[config.mk]
export PLATFORM = sky130hd
export DESIGN_NAME = scan_sequencer
export DESIGN_NICKNAME = d
export VERILOG_FILES = /design/src/rtl/scan_sequencer.sv
export SDC_FILE = /design/constraint.sdc
export NUM_CORES = 1
export LEC_CHECK = 0
export BUFFER_PORTS_ARGS = -buffer_cell sky130_fd_sc_hd__buf_4
export CAP_MARGIN = 40
export CORE_ASPECT_RATIO = 0.75
export CORE_MARGIN = 2
export CORE_UTILIZATION = 28
export CTS_BUF_LIST = sky130_fd_sc_hd__clkbuf_4 sky130_fd_sc_hd__clkbuf_8
export DETAILED_ROUTE_END_ITERATION = 8
export HOLD_SLACK_MARGIN = 0.06
export SKIP_CTS_REPAIR_TIMING = 1
export SYNTH_ARGS = -nofsm -noshare
export SYNTH_HDL_FRONTEND = slang
export SYNTH_SLANG_ARGS = --single-unit
export TNS_END_PERCENT = 20
[constraint.sdc]
create_clock -name clk -period 4.35 [get_ports clk]
set_input_delay 0.87 -clock clk [delete_from_list [all_inputs] [get_ports clk]]
set_output_delay 0.87 -clock clk [all_outputs]
set_load 0.02 [all_outputs]
[src/rtl/scan_sequencer.sv]
// ---------------------------------------------------------------------------
// scan_sequencer
//   Channel-scan controller for the spectrogram extractor. A frame trigger
//   (ovf) starts a scan that steps the channel select through every channel
//   enabled in the mask captured at scan start. Each channel is held for
//   SLOT_LEN clocks, with a load strobe on the first cycle of each slot. The
//   scan ends with a one-cycle clear pulse. One trigger that arrives while
//   busy is queued. Further triggers are counted as missed, and the count
//   saturates at 255. An abort ends the current scan early.
//
// Ports
//   clk              in   1      single clock, rising edge
//   reset_n          in   1      synchronous active-low reset
//   ovf              in   1      frame trigger, level-sampled every cycle
//   ch_en            in   N_CH   channel-enable mask, captured at scan start
//   abort            in   1      terminate the running scan
//   selection        out  SEL_W  active channel index (0 outside a scan)
//   SL_out           out  1      load strobe on cycle 0 of every slot
//   rst              out  1      end-of-scan clear pulse
//   counter_register out  CNT_W  position within the current slot
//   busy             out  1      high while scanning or clearing
//   missed           out  8      dropped-trigger count, saturating
// ---------------------------------------------------------------------------
module scan_sequencer #(
  parameter int N_CH     = 16,
  parameter int SLOT_LEN = 12,
  parameter int SEL_W    = $clog2(N_CH),
  parameter int CNT_W    = $clog2(SLOT_LEN)
) (
  input  logic             clk,
  input  logic             reset_n,
  input  logic             ovf,
  input  logic [N_CH-1:0]  ch_en,
  input  logic             abort,
  output logic [SEL_W-1:0] selection,
  output logic             SL_out,
  output logic             rst,
  output logic [CNT_W-1:0] counter_register,
  output logic             busy,
  output logic [7:0]       missed
);

  typedef enum logic [1:0] {S_IDLE, S_SCAN, S_CLEAR} state_t;

  localparam logic [CNT_W-1:0] CNT_LAST = CNT_W'(SLOT_LEN - 1);

  state_t           state_q, state_d;
  logic [SEL_W-1:0] sel_q, sel_d;
  logic [CNT_W-1:0] cnt_q, cnt_d;
  logic [N_CH-1:0]  mask_q, mask_d;
  logic             pend_q, pend_d;
  logic [7:0]       missed_q, missed_d;
  logic             start_d;

  // True when any channel at or above 'start' is enabled in m.
  function automatic logic has_from(input logic [N_CH-1:0] m, input int start);
    logic found;
    found = 1'b0;
    for (int i = 0; i < N_CH; i++) begin
      if (i >= start && m[i]) found = 1'b1;
    end
    return found;
  endfunction

  // Lowest enabled channel at or above 'start'. Returns 0 if there is none.
  function automatic logic [SEL_W-1:0] idx_from(input logic [N_CH-1:0] m, input int start);
    logic [SEL_W-1:0] idx;
    idx = '0;
    for (int i = N_CH - 1; i >= 0; i--) begin
      if (i >= start && m[i]) idx = SEL_W'(i);
    end
    return idx;
  endfunction

  function automatic logic [7:0] sat_inc(input logic [7:0] v);
    return (v == 8'hFF) ? v : v + 8'd1;
  endfunction

  // State register
  always_ff @(posedge clk) begin
    if (!reset_n) begin
      state_q  <= S_IDLE;
      sel_q    <= '0;
      cnt_q    <= '0;
      mask_q   <= '0;
      pend_q   <= 1'b0;
      missed_q <= '0;
    end else begin
      state_q  <= state_d;
      sel_q    <= sel_d;
      cnt_q    <= cnt_d;
      mask_q   <= mask_d;
      pend_q   <= pend_d;
      missed_q <= missed_d;
    end
  end

  // Next-state logic
  always_comb begin
    state_d  = state_q;
    sel_d    = sel_q;
    cnt_d    = cnt_q;
    mask_d   = mask_q;
    pend_d   = pend_q;
    missed_d = missed_q;
    start_d  = 1'b0;

    // Trigger queue: a busy-time trigger fills the single slot or counts as
    // missed. The CLEAR cycle counts as busy and judges against the slot
    // contents before this cycle consumes them.
    if (state_q != S_IDLE && ovf) begin
      if (pend_q) missed_d = sat_inc(missed_q);
      else        pend_d   = 1'b1;
    end

    unique case (state_q)
      S_IDLE: begin
        // A trigger queued on the final CLEAR cycle lands here and starts
        // the next scan without needing a new ovf.
        if (ovf || pend_q) begin
          pend_d  = 1'b0;
          start_d = 1'b1;
        end
      end
      S_SCAN: begin
        if (abort) begin
          state_d = S_CLEAR;
          sel_d   = '0;
          cnt_d   = '0;
          pend_d  = 1'b0;
        end else if (cnt_q == CNT_LAST) begin
          cnt_d = '0;
          if (has_from(mask_q, int'(sel_q) + 1)) begin
            sel_d = idx_from(mask_q, int'(sel_q) + 1);
          end else begin
            state_d = S_CLEAR;
            sel_d   = '0;
          end
        end else begin
          cnt_d = cnt_q + 1'b1;
        end
      end
      S_CLEAR: begin
        if (pend_q) begin
          pend_d  = 1'b0;
          start_d = 1'b1;
        end else begin
          state_d = S_IDLE;
        end
      end
      default: state_d = S_IDLE;
    endcase

    // Scan start: capture the mask. An empty mask goes straight to CLEAR.
    if (start_d) begin
      mask_d = ch_en;
      cnt_d  = '0;
      if (|ch_en) begin
        state_d = S_SCAN;
        sel_d   = idx_from(ch_en, 0);
      end else begin
        state_d = S_CLEAR;
        sel_d   = '0;
      end
    end
  end

  // Output decode (Moore, from registers only)
  always_comb begin
    selection        = (state_q == S_SCAN) ? sel_q : '0;
    SL_out           = (state_q == S_SCAN) && (cnt_q == '0);
    rst              = (state_q == S_CLEAR);
    busy             = (state_q != S_IDLE);
    counter_register = cnt_q;
    missed           = missed_q;
  end

endmodule

==> run metrics, run 1 <==
Starting Density roughly 30%; sequential area share after synthesis a little over a quarter; yosys warns 0; H-tree depth 2; M1 GR Usage between 20% and 30%; Crit Path Class register to register; GPL Wtd Cong roughly 0.91; DRT iter0 DRCs 300; WL final around 7100 um; overall overflow remaining after global route 0; final core occ around a third; worst skew pair latency ~290 ps; via count around 2600; clk slew on worst S/H paths approximately 80 ps; Synthesized Nets 379; Core Box Area a little over 9000 um^2; endpoints failing setup 0; Worst Setup End Kind register; met2 Use GR 19.3%; Mapped Cells approximately 350; worst min path class register to register; Top Ports 39; DR WL/cell around 14 um; Max Freq 279 MHz; Rows 30; CTS tree done; share of layout cells above drive strength 1 17.1%; R2R Setup Slk between 700 and 800 ps; RSZ-0062 raised after global routing no; First-pass DRT Iterations 4; most common cell in the netlist nand2_1; DRC 0; number of flops mapped to enable cells by yosys 0; Post-DP HPWL 5310 um; Pwr Density around 340 nW/um^2; die area between 10000 and 15000 um^2; crit-path max FO 26; vias per std cell a little over 5; top-area cell type share of the netlist area 26.2%; Slew @ Worst Pin about 870 ps; Rel. slew slack 41.8%; Slew Viols, Final 0; number of global-route vias before repair 2275; Die H about 89 um; first-pass GRT wire length around 12000 um; clk_skew 4.31 ps; Yosys cell types 71; setup_tns 0 ps; die width around 120 um; Longest Clk Path Bufs 2; Final Hold Fails 0; area of the mapped netlist 2680 um^2; most common flop cell mapped by yosys dfxtp_1; initial antenna violation count 0; Inserted Clock Buffers 5; fin nets roughly 410; Leak roughly 1.2 nW; largest net degree at the start of global routing 33; status complete, no violations; Total GRT Usage between 10% and 20%; GRT busiest layer met1; Port Buf Inserts 38; WP data arrival 3810 ps; crit share post-route 82.3%; met3 usage under 10%; Synth area leaders dfxtp_1, nand2_1, a21boi_0; area delta synth->final 17.5%; worst vdd ir roughly 0.13 mV; syn avg cell area roughly 7.6 um^2; Post-synth top cells nand2_1, dfxtp_1, o21ai_0; Root Buffer clkbuf_8; Critical Path RT 4580 ps; FFs w/ async S/R, synth 0%; Final ANT Viol Nets 0; area leader, netlist dfxtp_1; Tmin final 3580 ps; Sink Count 35; FF+latch count, synth 35; count of maximum capacitance violations 0; diode count 0; CP startpoint kind register
## final cells by class
class	count	area [um^2]
multi-input combinational	279	1800
inverter	19	71.3
timing repair buffer	40	300
sequential	35	701
fill	1002	6010
clock buffer	5	68.8
clock inverter	3	47.5
tap	128	160
## power by group
part,internal [mW],switching [mW]
combinational,0.150,0.221
clock,0.174,0.133
sequential,0.344,0.0421
## layout by cell type (no fill, tap or decap), types with 6 or more instances in the layout
master	n
a21oi_1	21
and2_1	9
nor3_1	15
nand2b_1	7
nor2_1	21
o21ai_0	22
a21boi_0	17
nand3_1	7
ha_1	6
nand2_1	55
and3_1	6
buf_4	40
nor2b_1	7
xnor2_1	6
inv_1	19
dfxtp_1	35
## registers in the layout, indices dropped and copies added (netlist names)
signal            flops
state_q               2
missed                8
pend_q                1
counter_register      4
mask_q               16
sel_q                 4
## logic make-up after synthesis
group	after synthesis	synth area share (%)
and+or+nand+nor	152	30.2
muxes	1	0.374
xor gates and xnor gates	8	2.62
DFF	35	26.2
AOI/OAI and AO/OA	112	31.1
buffers and inverters	39	6.69
adders and majority gates	6	2.80
## stage by stage
step / setup slack, ps / instances / instance area (um^2) / hold WS, ps / power [mW]
floorplan: 1670 / 353 / 2680 / 439 / 0.670
global placement: 1050 / 501 / 3030 / 451 / 0.758
detailed placement: 920 / 501 / 3030 / 460 / 0.758
CTS: 898 / 509 / 3150 / 472 / 1.06
global route: 474 / 509 / 3150 / 494 / 1.12
finish: 769 / 509 / 3150 / 468 / 1.06
## layer usage
metal,vias up,part of all wire [%]
met3,2,5.1
met5,-,0
met2,90,41
met4,0,0.41
met1,1227,54
li1,1325,-
## critical path, cell delays in order (launching register included)
cell and delay (ps):
dfxtp_1 710, ha_1 810, nand2b_1 250, o32ai_2 110
a222oi_1 500, nor2b_1 190, nor4_4 350, a311oi_4 180
o31ai_1 250, and3_1 180
## path summary, 6_finish.rpt
check                           cells after the start         end       from
worst max-delay path                                9  state_q[1]   sel_q[0]
worst min-delay path                                2   mask_q[1]  mask_q[1]
worst max register to register                      9  state_q[1]   sel_q[0]
worst min register to register                      2   mask_q[1]  mask_q[1]
(Power assumes the default switching activity.)
==> run 2, diff against run 1 <==
- ABC_AREA: unset -> 1
- clock period: 4.35 -> 3.6 ns (I/O delays scaled with it)
==> run 2 against run 1 <==
  * Register-to-register slack improved by 240 ps
  * Total power rose by 11%
  * Critical path depth rose by 7
  * Clock power rose by 4%
  * Global-route usage fell by 0.062 points
  * Final cell count fell by 2.6%
  * Sequential share of layout area rose by 3.0 points
  * Critical path type unchanged
  * Critical endpoint is now state_q[0]
  * Largest cell class unchanged
  * Largest power group unchanged
  * Highest routed layer unchanged
==> run metrics, run 2 <==
first-pass GRT wire length 9780 um; slowest CP cell dfxtp_1; Root Buffer clkbuf_8; post-synthesis xor/xnor area fraction less than 1%; Final Hold Fails 0; most common flop cell mapped by yosys dfxtp_1; Mapped Cells 353; diode count 0; Starting Density about 29%; fin nets 416; CTS tree done; DRC 0; Worst Hold Launch missed[4]; highest-count cells in the layout ignoring fill and taps nand2_1, inv_1, nor2_1; max reg flops 16; share of layout cells above drive strength 1 21.0%; CP Launch Point sel_q[0]; Critical Path RT ~3800 ps; via count about 2300; endpoints failing setup 0; yosys warns 0; Synthesized Nets 379; initial antenna violation count 0; Worst Setup End Kind register; Rows 28; FF+latch count, synth 35; slowest stage delay, CP approximately 640 ps; sequential area share after synthesis a little under a third; WL final 5840 um; number of global-route vias before repair 2011; Slew @ Worst Pin between 500 and 600 ps; Leak between 1 and 1.5 nW; Largest Register mask_q; Slew Viols, Final 0; area delta synth->final 20.3%; CP startpoint kind register; Crit Path Class register to register; overall overflow remaining after global route 0; clk_skew 6.09 ps; worst skew pair latency approximately 290 ps; commonest non-fill, non-tap cell in the layout nand2_1; Post-DP HPWL around 4600 um; WP data arrival about 2800 ps; DRT iter0 DRCs roughly 110; FFs w/ async S/R, synth 0%; Sink Count 35; First-pass DRT Iterations 4; Die H about 83 um; Max Freq between 300 and 400 MHz; setup_tns 0 ps; complex-gate fraction of the synthesized area 19.5%; vias per std cell around 4.7; worst min path class register to register; Rel. slew slack 63.9%; Core Box Area just under 8000 um^2; Yosys cell types 34; H-tree depth 2; die area 8980 um^2; GPL Wtd Cong 0.860; count of maximum capacitance violations 0; multiplexer share of the synthesized area 0%; status complete, no violations; die width 109 um; crit-path cells ha_1, nand3_2, nand2_2, inv_2, nand2_4, nor3_2, a31oi_2, nand2_1, inv_2, nand2_2, nor2_4, nor2_4, o21ai_2, nand2_1, nand2_1, inv_1; Top Ports 39; syn avg cell area 6.53 um^2; Post-Place Cell Area approximately 2700 um^2; final core occ between 30% and 40%; area of the mapped netlist about 2300 um^2; Tmin final 2590 ps; DR WL/cell 11.8 um; top-area cell type share of the netlist area between 30% and 40%; worst vdd ir 0.170 mV; RSZ-0062 raised after global routing no; number of flops mapped to enable cells by yosys 0; post-synthesis simple-gate area fraction 34.2%; Total GRT Usage between 10% and 20%; Inserted Clock Buffers 5; area leader, netlist dfxtp_1; largest family of logic cells by synthesized area simple AND/OR/NAND/NOR gates; crit-path max FO 15; largest net degree at the start of global routing 30; Longest Clk Path Bufs 2; adder-cell area share of the yosys netlist under 10%; Worst path most repeated cell nand2_1; Final ANT Viol Nets 0; Synth area leaders dfxtp_1, nand2_1, inv_1; clk slew on worst S/H paths about 80 ps; Port Buf Inserts 38; r2r startpoint sel_q[0]; Design Area, Final 2770 um^2; most common cell in the netlist nand2_1; Pwr Density around 420 nW/um^2; crit share post-route a little under three quarters; Post-synth top cells nand2_1, inv_1, nor2_1
==> run 2: changes by cell type in the layout (fill, tap and decap cells not counted), sizes merged, moves of 13 or more <==
cell    before  now
nand3        7   20
a21boi      21    0
inv         20   56
nor2        22   48
o21ai       23   36
nand2       55   77
==> run 2: cells by family (layout without fill, tap and decap cells) <==
kind of cell | Yosys count | count (layout)
flops | 35 | 35
buf+inv | 67 | 105
xor+xnor | 2 | 2
compound gates | 79 | 79
fa+ha+maj | 6 | 6
simple gates | 164 | 164
==> run 2: metrics by stage <==
stage | hold slack [ps] | cells | power, mW | worst slack, ps
2_1_floorplan | 430 | 353 | 0.765 | 1490
3_5_place_dp | 458 | 488 | 0.863 | 929
4_1_cts | 473 | 496 | 1.18 | 1040
5_1_grt | 503 | 496 | 1.26 | 693
6_report | 471 | 496 | 1.18 | 1010
3_3_place_gp | 460 | 488 | 0.859 | 1030
==> run 2: cell type report <==
class	instances	area (um^2)
clock buffer	7	90.1
clock inverter	1	8.76
fill	848	5180
inverter	58	218
multi-input combinational	251	1330
sequential	35	701
tap	105	131
timing repair buffer	39	293
==> run 2: worst max-delay path: cells and delay by family, from the launching register on <==
family | cells | cell delay, ps
compound gates | 2 | 280
flops | 1 | 640
buf+inv | 3 | 200
simple gates | 10 | 1040
fa+ha+maj | 1 | 310
==> run 2: worst paths after layout <==
path              slack [ps]  cells past startpoint         end
setup / recovery        1010                     16  state_q[0]
hold reg to reg          470                      2   missed[4]
hold / removal           470                      2   missed[4]
setup reg to reg        1010                     16  state_q[0]
==> run 2: report_power, final <==
| group | leakage (nW) | total, mW | internal, mW | switching, mW |
|---|---|---|---|---|
| registers | 0.287 | 0.459 | 0.420 | 0.0382 |
| logic | 0.893 | 0.399 | 0.141 | 0.258 |
| clock network | 0.0519 | 0.318 | 0.164 | 0.154 |
==> run 2: metal layers <==
metal,GRT usage [%],part of all wire (%)
met1,20.9,54
met4,3.85,0.91
met5,0,0
met3,4.24,6.6
met2,19.0,39
